===== src/rtl/data_mem_bridge.sv =====
// Stalls the CPU data port through its clock enable while a waitrequest/readdatavalid memory transaction completes.
// Optional repeated-read buffer: define DATA_MEM_BRIDGE_READ_BUF_EN.
//
// state   | meaning
// IDLE    | no transaction; CPU runs on sys_clk_enable
// RD_REQ  | mem_read held until accepted
// RD_WAIT | read accepted, waiting for readdatavalid
// WR_REQ  | mem_write held until accepted
// DONE    | result ready; one enabled CPU cycle then back to IDLE
module data_mem_bridge #(
    parameter int ADDR_W = 32
) (
    input  logic              clk,
    input  logic              reset,
    input  logic              sys_clk_enable,
    output logic              cpu_clk_enable,
    input  logic [ADDR_W-1:0] cpu_address,
    input  logic              cpu_read,
    input  logic              cpu_write,
    input  logic [31:0]       cpu_writedata,
    output logic [31:0]       cpu_readdata,
    output logic [ADDR_W-1:0] mem_address,
    output logic              mem_read,
    output logic              mem_write,
    output logic [31:0]       mem_writedata,
    input  logic              mem_waitrequest,
    input  logic [31:0]       mem_readdata,
    input  logic              mem_readdatavalid
);

    localparam logic [2:0] S_IDLE    = 3'd0;
    localparam logic [2:0] S_RD_REQ  = 3'd1;
    localparam logic [2:0] S_RD_WAIT = 3'd2;
    localparam logic [2:0] S_WR_REQ  = 3'd3;
    localparam logic [2:0] S_DONE    = 3'd4;

    logic [2:0]        state_q, state_d;
    logic [ADDR_W-1:0] addr_q, addr_d;
    logic [31:0]       wdata_q, wdata_d;
    logic [31:0]       rbuf_q, rbuf_d;

`ifdef DATA_MEM_BRIDGE_READ_BUF_EN
    logic [ADDR_W-1:0] tag_q, tag_d;
    logic              tag_vld_q, tag_vld_d;
    logic              buf_hit;

    assign buf_hit = tag_vld_q && (cpu_address == tag_q);
`endif

    always_comb begin
        state_d        = state_q;
        addr_d         = addr_q;
        wdata_d        = wdata_q;
        rbuf_d         = rbuf_q;
        cpu_clk_enable = 1'b0;
`ifdef DATA_MEM_BRIDGE_READ_BUF_EN
        tag_d          = tag_q;
        tag_vld_d      = tag_vld_q;
`endif
        case (state_q)
            S_IDLE: begin
                cpu_clk_enable = sys_clk_enable;
                if (cpu_write) begin
                    cpu_clk_enable = 1'b0;
                    addr_d         = cpu_address;
                    wdata_d        = cpu_writedata;
                    state_d        = S_WR_REQ;
                    // a read colliding with the write is dropped and returns zero
                    if (cpu_read) begin
                        rbuf_d = 32'h0;
                    end
`ifdef DATA_MEM_BRIDGE_READ_BUF_EN
                    tag_vld_d = 1'b0;
`endif
                end else if (cpu_read) begin
                    cpu_clk_enable = 1'b0;
`ifdef DATA_MEM_BRIDGE_READ_BUF_EN
                    if (buf_hit) begin
                        state_d = S_DONE;
                    end else begin
                        addr_d  = cpu_address;
                        state_d = S_RD_REQ;
                    end
`else
                    addr_d  = cpu_address;
                    state_d = S_RD_REQ;
`endif
                end
            end
            S_RD_REQ: begin
                if (!mem_waitrequest) begin
                    if (mem_readdatavalid) begin
                        rbuf_d  = mem_readdata;
                        state_d = S_DONE;
`ifdef DATA_MEM_BRIDGE_READ_BUF_EN
                        tag_d     = addr_q;
                        tag_vld_d = 1'b1;
`endif
                    end else begin
                        state_d = S_RD_WAIT;
                    end
                end
            end
            S_RD_WAIT: begin
                if (mem_readdatavalid) begin
                    rbuf_d  = mem_readdata;
                    state_d = S_DONE;
`ifdef DATA_MEM_BRIDGE_READ_BUF_EN
                    tag_d     = addr_q;
                    tag_vld_d = 1'b1;
`endif
                end
            end
            S_WR_REQ: begin
                if (!mem_waitrequest) begin
                    state_d = S_DONE;
                end
            end
            S_DONE: begin
                cpu_clk_enable = sys_clk_enable;
                if (sys_clk_enable) begin
                    state_d = S_IDLE;
                end
            end
            default: begin
                state_d = S_IDLE;
            end
        endcase
        // the CPU must be able to run its own reset while the bridge is held
        if (!reset) begin
            cpu_clk_enable = sys_clk_enable;
        end
    end

    always_ff @(posedge clk) begin
        if (!reset) begin
            state_q   <= S_IDLE;
            addr_q    <= '0;
            wdata_q   <= 32'h0;
            rbuf_q    <= 32'h0;
`ifdef DATA_MEM_BRIDGE_READ_BUF_EN
            tag_q     <= '0;
            tag_vld_q <= 1'b0;
`endif
        end else begin
            state_q   <= state_d;
            addr_q    <= addr_d;
            wdata_q   <= wdata_d;
            rbuf_q    <= rbuf_d;
`ifdef DATA_MEM_BRIDGE_READ_BUF_EN
            tag_q     <= tag_d;
            tag_vld_q <= tag_vld_d;
`endif
        end
    end

    assign mem_read      = (state_q == S_RD_REQ);
    assign mem_write     = (state_q == S_WR_REQ);
    assign mem_address   = addr_q;
    assign mem_writedata = wdata_q;
    assign cpu_readdata  = rbuf_q;

endmodule


===== config.mk =====
export PLATFORM = sky130hd
export DESIGN_NAME = data_mem_bridge
export DESIGN_NICKNAME = d
export VERILOG_FILES = /design/src/rtl/data_mem_bridge.sv
export SDC_FILE = /design/constraint.sdc
export NUM_CORES = 1
export LEC_CHECK = 0
export BUFFER_PORTS_ARGS = -buffer_cell sky130_fd_sc_hd__buf_2
export CAP_MARGIN = 0
export CORE_MARGIN = 2
export CORE_UTILIZATION = 40
export DETAILED_ROUTE_END_ITERATION = 12
export PLACE_DENSITY = 0.78
export SLEW_MARGIN = 15
export SYNTH_ARGS = -nofsm -noshare
export SYNTH_HDL_FRONTEND = slang
export SYNTH_SLANG_ARGS = --single-unit

===== constraint.sdc =====
create_clock -name clk -period 2.9 [get_ports clk]
set_clock_uncertainty 0.1 [all_clocks]
set_input_delay 0.145 -clock clk [delete_from_list [all_inputs] [get_ports clk]]
set_output_delay 0.145 -clock clk [all_outputs]
set_load 0.005 [all_outputs]

== Word level (Yosys, flattened, before mapping) ==
Cells that the tools add are included.
W data, S select, Z words.

* Register bits after elaboration: 99
* Bits of input ports: 103
* Output and inout port bits: 99
* Word-level logic and storage cells: 41

* Equal/unequal tests: 11
* Muxes and demuxes: 19
* Reduce and logical (&&, ||, !) cells: 7

{| class="wikitable"
|+ Operator list
! cell !! number
|-
| $mux W32 || 6
|-
| $pmux W32 S3 || 1
|-
| $mux W3 || 7
|-
| $pmux W3 S5 || 1
|-
| $ne A2 B2 Y1 const B || 6
|-
| $eq A3 B2 Y1 const B || 2
|-
| $reduce_and A5 Y1 || 1
|-
| $reduce_and A2 Y1 || 2
|-
| $reduce_and A4 Y1 || 1
|-
| $eq A3 B1 Y1 const B || 1
|-
| $eq A3 B3 Y1 const B || 1
|-
| $logic_not A3 Y1 || 1
|-
| $mux W1 || 3
|-
| $ne A3 B3 Y1 const B || 1
|-
| $reduce_bool A3 Y1 || 1
|-
| $pmux W1 S2 || 1
|-
| $reduce_bool A2 Y1 || 1
|}

== Depth between registers and ports, before layout ==
Gate-level depths: netlist (run 1).

* Depth in word-level cells: 4
* Gate-level depth with buffers: 6
* Depth with buffers taken out: 3

== Worst setup path after synthesis (run 1) ==
Ideal clock, no wire load.

* Kind: register to register
* Start point: reg state_q[1]
* End point: reg rbuf_q[21] (netlist: cpu_readdata[21])
* Setup time: 0.117 ns
* Arrival: 1.313 ns
* Data required time: 2.683 ns
* Setup slack: 1.370 ns
* Cell stages (with the launch flop): 6
* Path buffers: 2
* Period minus slack after synthesis: 1.530 ns
* Cell sequence: dfxtp_1 -> buf_6 -> xor2_1 -> a2111oi_4 -> buf_6 -> o2bb2ai_1

* Longest elaborated chain between the ends: 3
* Elaborated cells on any way between the ends: 9
* Those cells by class: eq/ne: 5; mux: 1; reduce/logical: 3

{| class="wikitable"
|+ RTL lines
! item !! line !! text
|-
| from (decl) || 37 || <nowiki>logic [2:0] state_q, state_d;</nowiki>
|-
| from (signal assigned) || 146 || <nowiki>state_q <= state_d;</nowiki>
|-
| $eq A3 B1 Y1, or another cell as far along || 60 || <nowiki>case (state_q)</nowiki>
|-
| $ne A2 B2 Y1 (no line) / $reduce_bool A3 Y1 (equally long branches) || -- ||
|-
| $reduce_and A4 Y1 (no line) || -- ||
|-
| to (signal assigned) || 149 || <nowiki>rbuf_q <= rbuf_d;</nowiki>
|-
| to (decl) || 40 || <nowiki>logic [31:0] rbuf_q, rbuf_d;</nowiki>
|}

Several ways; a longest one is shown, not always the timed one.
A chain may end at the register's enable or synchronous reset.

== Worst setup path after layout (run 1) ==
* Start point: reg state_q[0]
* End point: reg wdata_q[24] (netlist: mem_writedata[24])

* Longest elaborated chain between the ends: 2

{| class="wikitable"
|+ RTL lines
! item !! line !! text
|-
| $logic_not A3 Y1 || 60 ||
|-
| $reduce_and A2 Y1 (no line) || -- ||
|-
| to (signal assigned) || 148 || <nowiki>wdata_q <= wdata_d;</nowiki>
|-
| to (decl) || 39 || <nowiki>logic [31:0] wdata_q, wdata_d;</nowiki>
|}

Every way passes these cells.

==> results by group, run 1 <==
Synth
  – Yosys reg bits: between 90 and 100
  – Syn Nets: 533
  – Mapped Cells: 430
  – Post-Syn Area per Cell: about 9.1 um2
  – Yosys cell types: 32
  – Register area share after synthesis: ~50%
  – Synth warn: 0
  – Post-synthesis cell area: around 3900 um2

STA
  – Actual slew at the worst max-slew pin: ~1100 ps
  – Slew Limit Fails: 0
  – Fmax achieved: 0.4512 GHz
  – Hold_ws: roughly 74 ps
  – Minimum clock period: between 2000 and 2500 ps
  – Final period util: around 76%
  – RSZ-0062 raised after global routing: false
  – Final setup fails: 0
  – TNS Setup: 0 ps
  – Worst rel slew slack: slightly below 30%
  – Final hold violation count: 0
  – Final setup margin: a little under 700 ps

GRT
  – Gr usage total: a little under a quarter
  – Antenna violations before repair: 1
  – Largest net degree at the start of global routing: 100
  – First-pass GRT wire length: roughly 19000 um
  – Vias in the first global route: between 4000 and 5000
  – GRT Residual Overflow: 0

Setup path
  – Capturing element type of the critical path: flip-flop
  – Crit-path max cell delay: roughly 910 ps
  – Critical path's slowest cell: or4b_1
  – Data arrival, critical path: 2400 ps
  – FF-to-FF path depth: 3
  – CP Class: reg2reg
  – Worst Path Max Fanout: 32
  – Startpoint types: flip-flop
  – Worst path cell trace: or4b_1 -> nand2_1 -> a21boi_1
  – CP Data Required Time: 3090 ps

Cells and area
  – Fin nets: slightly above 800
  – Layout cells sized above 1: 32.34%
  – Area delta synth->final: 55.75%
  – Design area: 6082 um2
  – Diodes inserted: 0

Die
  – Die Ht: 102.8 um
  – Starting Density: around 40%
  – DIE WIDTH: 102.8 um
  – IO Pins: 202
  – Die area: 10570 um2
  – Core area: about 9600 um2
  – # rows: 36

Clock tree
  – Clk sinks: 99
  – # H-tree levels: 3
  – Reg clk slew, reported paths: 90 ps
  – TritonCTS clock tree: yes
  – Total CTS buffers: 9
  – Clock latency on the worst-skew pair: approximately 360 ps
  – Clk buf depth: 2
  – Post-CTS setup buffer count: 0
  – Clock root buffer: clkbuf_8

Hold path
  – Hold depth: 3
  – Hold/Removal Path Class: in2reg

Flow run
  – Max-cap violations: 0

Power
  – Sequential group share of total power: around 49%
  – Sw power: just under 0.001 W
  – Sw frac: between 20% and 30%
  – Cell Int Power: about 0.0023 W
  – Clock power share: ~27%
  – Pleak: about 2.7 nW
  – Power per cell area: around 540 nW/um2
  – VDD IR max: around 0.00024 V
  – Gate power share: between 20 and 25%

Place
  – Placed instance area: approximately 4900 um2
  – HPWL after DPL: 6996 um
  – Setup WS pre-CTS: approximately 750 ps
  – Routability congestion estimate from global placement: 0.7664
  – # port buffers: ~200

Routing
  – Post-route antenna net violation count: 0
  – Remaining DRCs: 0
  – TritonRoute pass-1 iters: 5
  – Initial DRC Count: 160
  – Via/cell ratio: around 5.0
  – Drt wl/cell: approximately 15 um
  – Vias: between 4000 and 5000
  – Final WL: about 12000 um

Status
  – Outcome: finished, final reports clean
## timing repair
item,CTS,global route
resized for setup,0,0
hold buffers,96,0
hold endpoints to repair,96,0
## layer usage
metal  wire, um  track usage (%)  part of all wire (%)  vias to the layer above
met5         16                0                  0.13                        -
met2       6451            40.98                    52                      159
li1           -                -                     -                     2030
met4        393            11.84                   3.1                        2
met1       4909            24.88                    39                     1959
met3        715            5.220                   5.7                       34
## cells by family after synthesis
logic type / Yosys count / share of synthesized area, %
AND/OR/NAND/NOR: 150 / 17.62
AO/OA/AOI/OAI: 137 / 25.86
flip-flops: 99 / 50.75
buffers and inverters: 43 / 5.543
XOR/XNOR: 1 / 0.2243
## placed cells by master, fill, tap and decap left out, types with 2 or more instances in the layout
cell type	instances
buf_2	201
nor3b_1	3
dfxtp_1	99
o21ai_0	34
a21boi_0	28
o2bb2ai_1	32
nand3b_1	2
a21boi_1	37
nand2_1	97
dlygate4sd3_1	96
clkinv_2	5
nor2_1	2
nor2b_1	3
clkbuf_8	10
nor4b_1	2
buf_4	7
nand3_1	32
## path summary, 6_finish.rpt
check | startpoint | to | slack, ps
setup reg to reg | state_q[0] | mem_writedata[24] | 680
hold reg to reg | cpu_readdata[3] | cpu_readdata[3] | 350
setup / recovery | state_q[0] | mem_writedata[24] | 680
hold / removal | reset | state_q[1] | 70
## registers in the layout, indices dropped and copies added (netlist names)
| register | count |
|---|---|
| state_q | 3 |
| mem_address | 32 |
| mem_writedata | 32 |
| cpu_readdata | 32 |
## Yosys cell counts (all sizes together)
library cell / n / area share (%)
and2: 1 / 0.16
nand3: 32 / 4.1
nor3b: 3 / 0.58
nor4b: 3 / 0.83
o2bb2ai: 32 / 7.2
a21boi: 65 / 12
inv: 1 / 0.096
o211a: 1 / 0.26
or3: 1 / 0.16
nor4bb: 1 / 0.26
nor3: 1 / 0.42
clkbuf: 22 / 2.1
dfxtp: 99 / 51
a211oi: 1 / 0.19
o311a: 1 / 0.26
nand2: 97 / 9.3
and3b: 1 / 0.22
buf: 20 / 3.3
xor2: 1 / 0.22
nand3b: 2 / 0.38
o21ai: 34 / 4.4
a2111oi: 1 / 0.70
nor2b: 3 / 0.48
o21a: 1 / 0.19
o31a: 1 / 0.22
or4b: 1 / 0.26
or2: 1 / 0.16
nor2: 3 / 0.29
## through the flow
stage	util, %	total power (W)	std cells
6_report	63.10	0.003256	841
2_1_floorplan	-	0.002032	430
3_3_place_gp	51.13	0.002268	729
3_5_place_dp	51.13	0.002296	729
5_1_grt	63.10	0.003435	841
4_1_cts	63.10	0.003261	841
## power by group through the flow
stage	clock network [W]	logic [W]	registers, W
final	0.000873	0.000796	0.00159
after global routing	0.000950	0.000880	0.00160
after CTS	0.000896	0.000781	0.00158
after detailed placement	0	0.000681	0.00162
after global placement	0	0.000661	0.00161
after floorplan	0	0.000433	0.00160
## final cells by class
| class | count | area (um2) |
|---|---|---|
| clock inverters | 6 | 55.05 |
| flip-flops and latches | 99 | 1982 |
| multi-input cells | 288 | 1718 |
| clock buffers | 10 | 137.6 |
| well taps | 133 | 166.4 |
| inverters | 1 | 3.754 |
| fillers | 787 | 3557 |
| repair buffers | 304 | 2019 |
## worst max-delay path: cells and delay by family, from the launching register on
kind	cells	cell delay (ps)
flip-flops	1	760
AO/OA/AOI/OAI	1	200
AND/OR/NAND/NOR	2	1060
(Power assumes the default switching activity.)
==> run 2, diff against run 1 <==
--- a/config.mk
+++ b/config.mk
@@ -10,7 +10,7 @@
 export CORE_MARGIN = 2
 export CORE_UTILIZATION = 40
 export DETAILED_ROUTE_END_ITERATION = 12
-export PLACE_DENSITY = 0.78
+export PLACE_DENSITY = 0.81
 export SLEW_MARGIN = 15
 export SYNTH_ARGS = -nofsm -noshare
 export SYNTH_HDL_FRONTEND = slang
==> constraint.sdc (replaced) <==
create_clock -name clk -period 2 [get_ports clk]
set_clock_uncertainty 0.1 [all_clocks]
set_input_delay 0.1 -clock clk [delete_from_list [all_inputs] [get_ports clk]]
set_output_delay 0.1 -clock clk [all_outputs]
set_load 0.005 [all_outputs]
==> results by group, run 2 (synthesis gave the netlist of run 1 again) <==
Setup path
  – Crit Reg-Reg Endpoint: cpu_readdata[4] (was mem_writedata[24])
  – Reg-to-reg setup timing slack: 190 ps (was 680 ps)
  – CP Data Required Time: 2130 ps (was 3090 ps)
  – FF-to-FF path depth: 4 (was 3)
  – Worst Path Max Fanout: 32 (unchanged)
  – Data arrival, critical path: 1940 ps (was 2400 ps)
  – Crit path launch: state_q[0] (unchanged)
  – Worst reg2reg path startpoint: state_q[0] (unchanged)
  – Capturing element type of the critical path: flip-flop (unchanged)
  – Startpoint types: flip-flop (unchanged)
  – CP Class: reg2reg (unchanged)

Die
  – DIE WIDTH: 102.8 um (unchanged)
  – Die area: 10570 um2 (unchanged)
  – # rows: 36 (unchanged)
  – Core area: 9639 um2 (unchanged)
  – IO Pins: 202 (unchanged)
  – Starting Density: 40.51% (unchanged)
  – Die Ht: 102.8 um (unchanged)

Routing
  – Remaining DRCs: 0 (unchanged)
  – Post-route antenna net violation count: 0 (unchanged)
  – Drt wl/cell: 14.55 um (was 14.84 um)
  – Initial DRC Count: 215 (was 160)
  – Vias: 4244 (was 4184)
  – Via/cell ratio: 5.028 (was 4.975)
  – TritonRoute pass-1 iters: 4 (was 5)
  – Final WL: 12280 um (was 12480 um)

GRT
  – Antenna violations before repair: 0 (was 1)
  – Met1 Use GR: 24.91% (was 24.88%)
  – Largest net degree at the start of global routing: 100 (unchanged)
  – First-pass GRT wire length: 18840 um (was 18880 um)
  – GRT Residual Overflow: 0 (unchanged)
  – Gr usage total: 22.52% (was 22.74%)
  – GR Util met2: 39.77% (was 40.98%)
  – Vias in the first global route: 4085 (was 4074)
  – GRT busiest layer: met2 (unchanged)
  – M3 GR Usage: 4.949% (was 5.220%)

Clock tree
  – Clk sinks: 99 (unchanged)
  – Clock latency on the worst-skew pair: 350 ps (was 360 ps)
  – # H-tree levels: 3 (unchanged)
  – TritonCTS clock tree: yes (unchanged)
  – Clk buf depth: 2 (unchanged)
  – Reg clk slew, reported paths: 90 ps (about the same)
  – Post-CTS sizing: 0 (unchanged)
  – Clock root buffer: clkbuf_8 (unchanged)
  – Post-CTS setup buffer count: 0 (unchanged)
  – Total CTS buffers: 9 (unchanged)

Hold path
  – Hold/Removal Path Class: in2reg (unchanged)
  – HP Start: sys_clk_enable (was reset)
  – Min-Delay Endpoint: state_q[2] (was state_q[1])
  – Hold depth: 3 (unchanged)

STA
  – Actual slew at the worst max-slew pin: 621.4 ps (was 1057 ps)
  – Slew Limit Fails: 0 (unchanged)
  – Minimum clock period: 1810 ps (was 2216 ps)
  – Fmax achieved: 0.5526 GHz (was 0.4512 GHz)
  – Hold_ws: 44.47 ps (was 73.59 ps)
  – Final hold violation count: 0 (unchanged)
  – Final period util: 90.49% (was 76.42%)
  – Final setup fails: 0 (unchanged)
  – TNS Setup: 0 ps (unchanged)
  – Worst rel slew slack: 58.57% (was 29.56%)
  – RSZ-0062 raised after global routing: false (unchanged)

Power
  – Gate power share: 25.3% (was 24.5%)
  – Pleak: 2.763 nW (was 2.740 nW)
  – Sequential group share of total power: 48.1% (was 48.7%)
  – Sw frac: 28.68% (was 29.67%)
  – Sw power: 0.001364 W (was 0.0009660 W)
  – VDD IR max: 0.0004334 V (was 0.0002407 V)
  – Power per cell area: 774.7 nW/um2 (was 535.3 nW/um2)
  – Clock power share: 26.5% (was 26.8%)
  – Cell Int Power: 0.003390 W (was 0.002290 W)

Cells and area
  – Fin nets: 810 (was 806)
  – Design area: 6136 um2 (was 6082 um2)
  – Utilization after layout: 63.66% (was 63.10%)
  – Fillers: 790 (was 787)
  – Multi-input gate area: 1715 um2 (was 1718 um2)
  – Most common cell after layout, fill and taps aside: buf_2 (unchanged)
  – Diodes inserted: 0 (unchanged)
  – Area delta synth->final: 57.13% (was 55.75%)
  – Layout cells sized above 1: 32.21% (was 32.34%)
  – FF+latch area: 1982 um2 (unchanged)
  – Most frequent cells in the layout: buf_2 (201), dfxtp_1 (99), nand2_1 (97) (unchanged)

Place
  – Routability congestion estimate from global placement: 0.7789 (was 0.7664)
  – Placed instance area: 4981 um2 (was 4928 um2)
  – HPWL after DPL: 6980 um (was 6996 um)
  – # port buffers: 201 (unchanged)

Flow run
  – Max-cap violations: 0 (unchanged)

Status
  – Outcome: finished, final reports clean (unchanged)
==> run 2: power by group through the flow <==
stage	Clock (W)	Combinational [W]	Sequential (W)
6_report	0.00126	0.00120	0.00229
5_1_grt	0.00138	0.00133	0.00231
4_1_cts	0.00132	0.00119	0.00228
3_5_place_dp	0	0.00104	0.00233
3_3_place_gp	0	0.00101	0.00232
2_1_floorplan	0	0.000628	0.00232
==> run 2: metrics by stage <==
| step | worst slack, ps | total power, W | cells |
|---|---|---|---|
| final | 190.2 | 0.004754 | 844 |
| after global routing | 71.57 | 0.005017 | 844 |
| after CTS | 196.7 | 0.004785 | 844 |
| after detailed placement | 209.2 | 0.003367 | 733 |
| after global placement | 282.7 | 0.003323 | 733 |
| after floorplan | 469.8 | 0.002946 | 430 |
==> run 2: cell type report <==
type / instances / area share (%)
repair buffers: 308 / 33.81
flip-flops and latches: 99 / 32.30
multi-input cells: 288 / 27.96
well taps: 133 / 2.712
clock buffers: 13 / 2.590
clock inverters: 2 / 0.5710
inverters: 1 / 0.06117
==> run 2: worst max-delay path by stage <==
stage,depth (start not counted),to
2_1_floorplan,5,cpu_readdata[21]
3_3_place_gp,4,cpu_readdata[11]
3_5_place_dp,4,cpu_readdata[4]
4_1_cts,4,cpu_readdata[4]
5_1_grt,5,cpu_clk_enable
6_report,4,cpu_readdata[4]
==> run 2: critical path, stage by stage, from the launching register on <==
cell       delay [ps]
dfxtp_1           630
xor2_1            180
a2111oi_4         430
buf_12            230
o2bb2ai_1         110
==> run 2: layer usage <==
metal	part of all wire (%)	vias up
met1	38	1980
met3	6.3	50
met4	4.1	0
li1	-	2035
met5	0	-
met2	51	179
==> run 2: repair_timing <==
| item | in CTS | in global routing |
|---|---|---|
| hold buffers | 96 | 0 |
| endpoints found under the hold margin | 96 | 0 |
| endpoints found under the setup margin | 0 | 0 |
==> run 3, diff against run 2 <==
--- a/config.mk
+++ b/config.mk
@@ -7,8 +7,10 @@
 export LEC_CHECK = 0
 export BUFFER_PORTS_ARGS = -buffer_cell sky130_fd_sc_hd__buf_2
 export CAP_MARGIN = 0
+export CELL_PAD_IN_SITES_DETAIL_PLACEMENT = 1
+export CELL_PAD_IN_SITES_GLOBAL_PLACEMENT = 2
 export CORE_MARGIN = 2
-export CORE_UTILIZATION = 40
+export CORE_UTILIZATION = 22
 export DETAILED_ROUTE_END_ITERATION = 12
 export PLACE_DENSITY = 0.81
 export SLEW_MARGIN = 15
==> results by group, run 3 (synthesis gave the netlist of run 1 again) <==
Status
  – Outcome: finished, final reports clean (unchanged)

Flow run
  – Max-cap violations: 0 (unchanged)

Setup path
  – Worst path cell trace: buf_4 -> or3_1 -> buf_4 -> o21ai_0 -> a21boi_0 (was xor2_1 -> a2111oi_4 -> buf_12 -> o2bb2ai_1)
  – FF-to-FF path depth: 5 (was 4)
  – Capturing element type of the critical path: flip-flop (unchanged)
  – Data arrival, critical path: 1900 ps (was 1940 ps)
  – CP bufs+invs: 2 (was 1)
  – Crit-path max cell delay: 420 ps (was 630 ps)
  – Critical Path Most Common Cell: buf_4
  – Startpoint types: flip-flop (unchanged)
  – CP Data Required Time: 2130 ps (about the same)
  – Critical path's slowest cell: dfxtp_1 (unchanged)
  – Critical Path Stages: 5 (was 4)
  – Worst Path Max Fanout: 33 (was 32)
  – Reg-to-reg setup timing slack: 230 ps (was 190 ps)
  – CP Class: reg2reg (unchanged)
  – Top Family by Delay on Critical Path: buffers and inverters (was flip-flops)

STA
  – Worst rel slew slack: 54.87% (was 58.57%)
  – Actual slew at the worst max-slew pin: 677.0 ps (was 621.4 ps)
  – TNS Setup: 0 ps (unchanged)
  – Final period util: 88.51% (was 90.49%)
  – Fmax achieved: 0.5649 GHz (was 0.5526 GHz)
  – Final hold violation count: 0 (unchanged)
  – Minimum clock period: 1770 ps (was 1810 ps)
  – RSZ-0062 raised after global routing: false (unchanged)
  – Final setup margin: 229.9 ps (was 190.2 ps)
  – Final setup fails: 0 (unchanged)
  – Slew Limit Fails: 0 (unchanged)

Power
  – Pleak: 2.828 nW (was 2.763 nW)
  – VDD IR max: 0.0004200 V (was 0.0004334 V)
  – Tot Pwr: 0.005339 W (was 0.004754 W)
  – Sw frac: 29.75% (was 28.68%)
  – Sequential group share of total power: 42.8% (was 48.1%)
  – Sw power: 0.001588 W (was 0.001364 W)
  – Cell Int Power: 0.003751 W (was 0.003390 W)
  – Power per cell area: 834.9 nW/um2 (was 774.7 nW/um2)
  – Clock power share: 33.7% (was 26.5%)
  – Gate power share: 23.5% (was 25.3%)

Die
  – Core area: 17300 um2 (was 9639 um2)
  – IO Pins: 202 (unchanged)
  – Starting Density: 22.58% (was 40.51%)
  – Die Ht: 137.2 um (was 102.8 um)
  – # rows: 48 (was 36)
  – DIE WIDTH: 137.2 um (was 102.8 um)
  – Die area: 18830 um2 (was 10570 um2)

Place
  – HPWL after DPL: 9299 um (was 6980 um)
  – Routability congestion estimate from global placement: 0.7028 (was 0.7789)
  – # port buffers: 201 (unchanged)
  – Setup WS pre-CTS: 251.0 ps (was 209.2 ps)

GRT
  – M3 GR Usage: 3.569% (was 4.949%)
  – Gr usage total: 15.04% (was 22.52%)
  – Largest net degree at the start of global routing: 41 (was 100)
  – GR Util met2: 25.98% (was 39.77%)
  – GRT busiest layer: met2 (unchanged)
  – Met1 Use GR: 17.26% (was 24.91%)
  – Vias in the first global route: 4425 (was 4085)
  – GRT Residual Overflow: 0 (unchanged)
  – Antenna violations before repair: 2 (was 0)
  – First-pass GRT wire length: 22070 um (was 18840 um)

Clock tree
  – Clock root buffer: clkbuf_16 (was clkbuf_8)
  – Total CTS buffers: 9 (unchanged)
  – Post-CTS setup buffer count: 0 (unchanged)
  – Clk buf depth: 2 (unchanged)
  – Reg clk slew, reported paths: 80 ps (was 90 ps)
  – # H-tree levels: 3 (unchanged)
  – Clock latency on the worst-skew pair: 350 ps (about the same)
  – TritonCTS clock tree: yes (unchanged)
  – Clk sinks: 99 (unchanged)

Routing
  – Vias: 4235 (was 4244)
  – Remaining DRCs: 0 (unchanged)
  – Drt wl/cell: 15.29 um (was 14.55 um)
  – Post-route antenna net violation count: 0 (unchanged)
  – TritonRoute pass-1 iters: 4 (unchanged)
  – Final WL: 14420 um (was 12280 um)
  – Via/cell ratio: 4.491 (was 5.028)
  – Initial DRC Count: 120 (was 215)

Cells and area
  – Fin nets: 814 (was 810)
  – Most frequent cells in the layout: buf_2 (201), dfxtp_1 (99), nand2_1 (97) (unchanged)
  – Layout cells sized above 1: 32.96% (was 32.21%)
  – Most common cell after layout, fill and taps aside: buf_2 (unchanged)
  – Area delta synth->final: 63.76% (was 57.13%)

Hold path
  – Hold depth: 3 (unchanged)
  – Hold/Removal Path Class: in2reg (unchanged)
run 3: cell count changes in the layout (fill, tap and decap cells not counted), sizes merged:
| cell | change |
|---|---|
| clkbuf | -3 |
| clkinvlp | +1 |
| diode | +2 |
| inv | +3 |
| buf | +4 |
run 3: final cells by class:
type | count | area, um2
well taps | 225 | 281.5
inverters | 1 | 3.754
diodes | 2 | 5.005
repair buffers | 312 | 2105
fillers | 2044 | 10900
flip-flops and latches | 99 | 1982
clock buffers | 10 | 229.0
clock inverters | 6 | 71.32
multi-input cells | 288 | 1718
run 3: metrics by stage:
stage	hold slack (ps)	std cells	instance area (um2)	util, %
5_1_grt	53.46	943	6395	36.97
4_1_cts	44.09	941	6390	36.94
3_5_place_dp	206.7	829	5129	29.65
6_report	52.47	943	6395	36.97
3_3_place_gp	200.0	829	5129	29.65
2_1_floorplan	116.9	430	3905	-
run 3: power by group through the flow:
stage / combinational [W] / clock, W / sequential [W]
after floorplan: 0.000628 / 0 / 0.00232
after global placement: 0.00107 / 0 / 0.00232
after detailed placement: 0.00111 / 0 / 0.00233
after CTS: 0.00126 / 0.00187 / 0.00228
after global routing: 0.00139 / 0.00195 / 0.00231
final: 0.00125 / 0.00180 / 0.00228
run 3: tightest hold or removal path: stages:
cell and delay [ps]:
buf_2 90, nor4b_1 50, o31a_1 220
run 3: what timing repair did:
action | CTS | global route
hold buffers | 96 | 0
hold endpoints to repair | 96 | 0
resized for setup | 0 | 0
run 3: final timing paths:
check | start | to
worst max-delay path | state_q[1] | mem_address[18]
worst min-delay path | sys_clk_enable | state_q[2]
worst min register to register | cpu_readdata[4] | cpu_readdata[4]
worst max register to register | state_q[1] | mem_address[18]
run 3: per-layer routing:
metal | vias up | part of all wire (%)
met5 | - | 0
met4 | 0 | 2.4
met3 | 25 | 5.8
met2 | 144 | 49
met1 | 2021 | 42
li1 | 2045 | -
